===== config.mk =====
export PLATFORM = sky130hd
export DESIGN_NAME = countdown_timer
export DESIGN_NICKNAME = d
export VERILOG_FILES = /design/src/rtl/countdown_timer.sv
export SDC_FILE = /design/constraint.sdc
export NUM_CORES = 1
export LEC_CHECK = 0
export CAP_MARGIN = 40
export CORE_MARGIN = 8
export CORE_UTILIZATION = 45
export CTS_BUF_LIST = sky130_fd_sc_hd__clkbuf_4
export DETAILED_ROUTE_END_ITERATION = 8
export PLACE_DENSITY = 0.7
export SYNTH_ARGS = -nofsm -noshare
export SYNTH_HDL_FRONTEND = slang
export SYNTH_SLANG_ARGS = --single-unit

===== constraint.sdc =====
create_clock -name clk -period 4.3 [get_ports clk]
set_clock_uncertainty 0.1 [all_clocks]
set_input_delay 0.86 -clock clk [delete_from_list [all_inputs] [get_ports clk]]
set_output_delay 0.86 -clock clk [all_outputs]
set_load 0.02 [all_outputs]

===== src/rtl/countdown_timer.sv =====
//------------------------------------------------------------------------------
// countdown_timer
//   Keypad-loaded mm:ss BCD countdown timer for the oven controller.
//   Digits shift in from the right, a prescaler of TICK_DIV clk cycles
//   produces one-second BCD decrements while counting is enabled, and
//   tdone is held high once the time runs out.
//   Optional feature: define COUNTDOWN_ADD30_EN to add the add30 "+30 s" input.
// Revision: 1.0 - initial release
//------------------------------------------------------------------------------
`default_nettype none

module countdown_timer #(
  parameter int TICK_DIV = 100
) (
  input  logic       clk,
  input  logic       rst,
  input  logic [3:0] digit,
  input  logic       digit_valid,
  input  logic       limpaN,
  input  logic       run,
  input  logic       portafechada,
`ifdef COUNTDOWN_ADD30_EN
  input  logic       add30,
`endif
  output logic [3:0] min_tens,
  output logic [3:0] min_ones,
  output logic [3:0] sec_tens,
  output logic [3:0] sec_ones,
  output logic       tdone
);

  localparam int c_PRESC_W = (TICK_DIV > 1) ? $clog2(TICK_DIV) : 1;
  localparam logic [c_PRESC_W-1:0] c_PRESC_MAX = c_PRESC_W'(TICK_DIV - 1);

  typedef enum logic [1:0] {
    S_IDLE = 2'd0,
    S_SET  = 2'd1,
    S_RUN  = 2'd2,
    S_DONE = 2'd3
  } state_t;

  state_t               r_state, w_state_nx;
  logic [15:0]          r_time, w_time_nx;   // {min_tens, min_ones, sec_tens, sec_ones}
  logic [15:0]          w_base;
  logic [15:0]          w_dec;
  logic [c_PRESC_W-1:0] r_presc, w_presc_nx;
  logic                 w_cnt_en;
  logic                 w_entry;
  logic                 w_tick;

  // One-second BCD decrement with borrow; never applied to 00:00.
  function automatic logic [15:0] bcd_dec(input logic [15:0] t);
    logic [15:0] r;
    r = t;
    if (t[3:0] != 4'd0) begin
      r[3:0] = t[3:0] - 4'd1;
    end else begin
      r[3:0] = 4'd9;
      if (t[7:4] != 4'd0) begin
        r[7:4] = t[7:4] - 4'd1;
      end else begin
        r[7:4] = 4'd5;
        if (t[11:8] != 4'd0) begin
          r[11:8] = t[11:8] - 4'd1;
        end else begin
          r[11:8]  = 4'd9;
          r[15:12] = t[15:12] - 4'd1;
        end
      end
    end
    return r;
  endfunction

`ifdef COUNTDOWN_ADD30_EN
  // +30 s on the seconds-tens digit with minute carry, saturating at 99:59.
  function automatic logic [15:0] bcd_add30(input logic [15:0] t);
    logic [15:0] r;
    r = t;
    if (t[7:4] >= 4'd3) begin
      r[7:4] = t[7:4] - 4'd3;
      if (t[11:8] != 4'd9) begin
        r[11:8] = t[11:8] + 4'd1;
      end else if (t[15:12] != 4'd9) begin
        r[11:8]  = 4'd0;
        r[15:12] = t[15:12] + 4'd1;
      end else begin
        r = 16'h9959;
      end
    end else begin
      r[7:4] = t[7:4] + 4'd3;
    end
    return r;
  endfunction
`endif

  assign w_cnt_en = run & portafechada;
  assign w_entry  = digit_valid && (digit <= 4'd9) && (r_state != S_RUN);
  assign w_tick   = (r_state == S_RUN) && w_cnt_en && (r_presc == c_PRESC_MAX);
  assign w_dec    = bcd_dec(r_time);

  // State, time and prescaler registers.
  always_ff @(posedge clk or posedge rst) begin
    if (rst) begin
      r_state <= S_IDLE;
      r_time  <= 16'h0000;
      r_presc <= '0;
    end else begin
      r_state <= w_state_nx;
      r_time  <= w_time_nx;
      r_presc <= w_presc_nx;
    end
  end

  // Next-state, next-time and prescaler logic; clear overrides everything.
  always_comb begin
    w_state_nx = r_state;
    w_time_nx  = r_time;
    w_presc_nx = r_presc;
    w_base     = r_time;
    if (!limpaN) begin
      w_state_nx = S_IDLE;
      w_time_nx  = 16'h0000;
      w_presc_nx = '0;
    end else begin
      case (r_state)
        S_IDLE, S_SET, S_DONE: begin
          if (w_entry) begin
            // A fresh entry after completion starts from 00:00.
            w_base     = (r_state == S_DONE) ? 16'h0000 : r_time;
            w_time_nx  = {w_base[11:0], digit};
            w_presc_nx = '0;
            w_state_nx = (w_time_nx != 16'h0000) ? S_SET : S_IDLE;
          end else if (w_cnt_en) begin
            // Starting with no time loaded finishes at once.
            w_state_nx = (r_state == S_SET) ? S_RUN : S_DONE;
          end
        end
        S_RUN: begin
          if (!w_cnt_en) begin
            w_state_nx = S_SET;
          end else if (w_tick) begin
            w_presc_nx = '0;
            w_time_nx  = w_dec;
            w_state_nx = (w_dec == 16'h0000) ? S_DONE : S_RUN;
          end else begin
            w_presc_nx = r_presc + 1'b1;
          end
        end
        default: begin
          w_state_nx = S_IDLE;
        end
      endcase
`ifdef COUNTDOWN_ADD30_EN
      // +30 s lands after any same-cycle decrement or entry.
      if (add30) begin
        w_time_nx = bcd_add30(w_time_nx);
        if ((w_state_nx == S_IDLE) || (w_state_nx == S_DONE)) begin
          w_state_nx = (r_state == S_RUN) ? S_RUN : S_SET;
        end
      end
`endif
    end
  end

  assign min_tens = r_time[15:12];
  assign min_ones = r_time[11:8];
  assign sec_tens = r_time[7:4];
  assign sec_ones = r_time[3:0];
  assign tdone    = (r_state == S_DONE);

endmodule

`default_nettype wire


==> results.json <==
{
  "yosys-top-cells-count": "dfrtp_1, o21ai_1, nor2_1, nand2_1, a21oi_1",
  "crit_end": "r_time[11]",
  "area_growth_pct": 21.4,
  "ys_seq_area_frac": 0.392,
  "max_freq_ghz": 0.364,
  "r2r_end": "r_time[11]",
  "drive_above_1_share": 0.0561,
  "fill_cells": 322,
  "endpoint_kind": "flop",
  "fin_crit_sh": 0.640,
  "cp.required_ns": 4.49,
  "antenna_cells": 0,
  "grt-ovfl-total": 0,
  "synth_edf_count": 0,
  "clockBufferDepth": 2,
  "cap_violations": 0,
  "cts.htree.levels": 1,
  "power.leakage_nw": 0.813,
  "postCtsSetupBuffers": 0,
  "yosysMostFrequentCell": "dfrtp_1",
  "coreArea_um2": 3360,
  "pre_cts_ws_ns": 1.22,
  "cts_buffers": 3,
  "status": "finished, final reports clean",
  "antenna_found_initial": 0,
  "worstSkewPairLatency_ns": 0.34,
  "synth_area_leaders": "dfrtp_1, o21ai_1, nor2_1",
  "clkTransAtPathRegs_ns": 0.14,
  "dp_hpwl_mm": 3.14,
  "path_max_fanout": 16,
  "synth_area_um2": 1600,
  "rr_worst_depth": 5,
  "worst_pin_slew_ns": 0.881,
  "avgSynthCellArea_um2": 8.41,
  "place_area_um2": 1910,
  "worstSetupStartpoint": "limpaN",
  "cts_tree": "yes",
  "final_area_um2": 1940,
  "wl_mm": 4.33,
  "numPortBuffers": 26,
  "crit_type": "input port to flop",
  "grt_max_degree": 17,
  "grt_util_all_layers": 0.163,
  "hp-class": "flop to flop",
  "utilization": 0.577,
  "async_reset_ff_frac": 1.00,
  "cp.arrival_ns": 2.94,
  "first_pass_iters": 4,
  "pin_count": 27,
  "yosys_most_used_dff": "dfrtp_1",
  "synth_top_area_frac": 0.392,
  "worstSetupStartpointType": "input port",
  "start_util": 0.475,
  "cts_hold_buf": 0,
  "seq_area_um2": 626,
  "finalMaxSlewViolations": 0,
  "setup_violations": 0,
  "post_cts_resized": 0,
  "vias_per_cell": 6.08,
  "final_cells": 260,
  "finalWeightedCongestion": 0.880,
  "grt_pass1_vias": 1477,
  "synth_top_cell_by_area": "dfrtp_1",
  "setup_tns_ns": 0,
  "ys.warnings.count": 0,
  "dp_cells": 256,
  "multiInputGateArea_um2": 923,
  "die_y_um": 75.6,
  "synthCells": 190,
  "clock-root-buffer": "clkbuf_4",
  "peakVddDrop_mv": 0.124,
  "ant_nets": 0,
  "nets": 227,
  "num_rows": 21,
  "grt_pass1_wl_mm": 7.25,
  "r2r_slack_ns": 1.81,
  "total_power_uw": 490,
  "synthDistinctLibCells": 46,
  "ys_ff_latch": 25,
  "layout_min_cycle_time_ns": 2.75,
  "rsz0062_at_grt": "no",
  "die_w_um": 75.6,
  "cts_sinks": 25,
  "slew_headroom": 0.412,
  "hold_ws_ns": 0.449,
  "dieArea_um2": 5710,
  "powerDensity_nw_per_um2": 253,
  "vias": 1580,
  "drc": 0,
  "final.setup.worst_slack_ns": 1.55,
  "r2r-start": "r_presc[4]",
  "routedWlPerCell_um": 16.6,
  "drt_iter0_drc": 126,
  "finalHoldViolations": 0,
  "syn_nets": 202
}
==> report_power, final <==
group / leakage, nW / internal (mW) / switching [mW]
logic: 0.450 / 0.0490 / 0.0690
registers: 0.345 / 0.242 / 0.0122
clock network: 0.0184 / 0.0428 / 0.0756
total: 0.813 / 0.334 / 0.157
==> per-layer routing <==
| layer | track usage | vias up | part of all wire |
|---|---|---|---|
| met5 | 0 | - | 0 |
| met4 | 0.0725 | 0 | 0.015 |
| met3 | 0.0263 | 7 | 0.073 |
| met2 | 0.249 | 63 | 0.45 |
| met1 | 0.219 | 741 | 0.46 |
| li1 | - | 769 | - |
==> kinds of logic (layout without fill, tap and decap cells) <==
family	Yosys count	after routing	share of synthesized area
AO/OA/AOI/OAI	59	59	0.230
XOR/XNOR	5	5	0.0274
adder cells (fa/ha/maj)	2	2	0.0157
buffers and inverters	11	35	0.0305
flip-flops	25	25	0.392
AND/OR/NAND/NOR	88	88	0.305
==> sequential cells by signal, indices dropped and copies added, names as in the netlist <==
name     flops
r_time      16
r_presc      7
r_state      2
==> critical path, stage by stage <==
cell and delay (ns):
clkdlybuf4s50_1 0.77, nand4_1 0.65, o21bai_2 0.44, nand2_1 0.08, a221o_1 0.14
==> worst min path at each step <==
stage,start,end,slack (ns),depth (start not counted)
finish,r_presc[1],r_presc[1],0.45,2
global route,r_presc[5],r_presc[5],0.50,2
CTS,r_presc[1],r_presc[1],0.45,2
detailed placement,r_presc[1],r_presc[1],0.42,2
global placement,r_presc[6],r_presc[6],0.41,2
floorplan,r_presc[6],r_presc[6],0.39,2
==> cell type report <==
cell class / count / area share
multi-input combinational: 154 / 0.476
sequential: 25 / 0.323
tap: 46 / 0.0297
timing repair buffer: 27 / 0.148
inverter: 4 / 0.00774
clock buffer: 4 / 0.0155
==> cells in the final DEF, fill, tap and decap left out, types with 5 or more instances in the layout <==
cell and instances:
nor2_1 19, nand3_1 7, a21oi_1 11, clkdlybuf4s50_1 26, dfrtp_1 25, nor3_1 7
o21ai_1 24, nand2_1 18, and3_1 7, xor2_1 5
(Power assumes the default switching activity.)
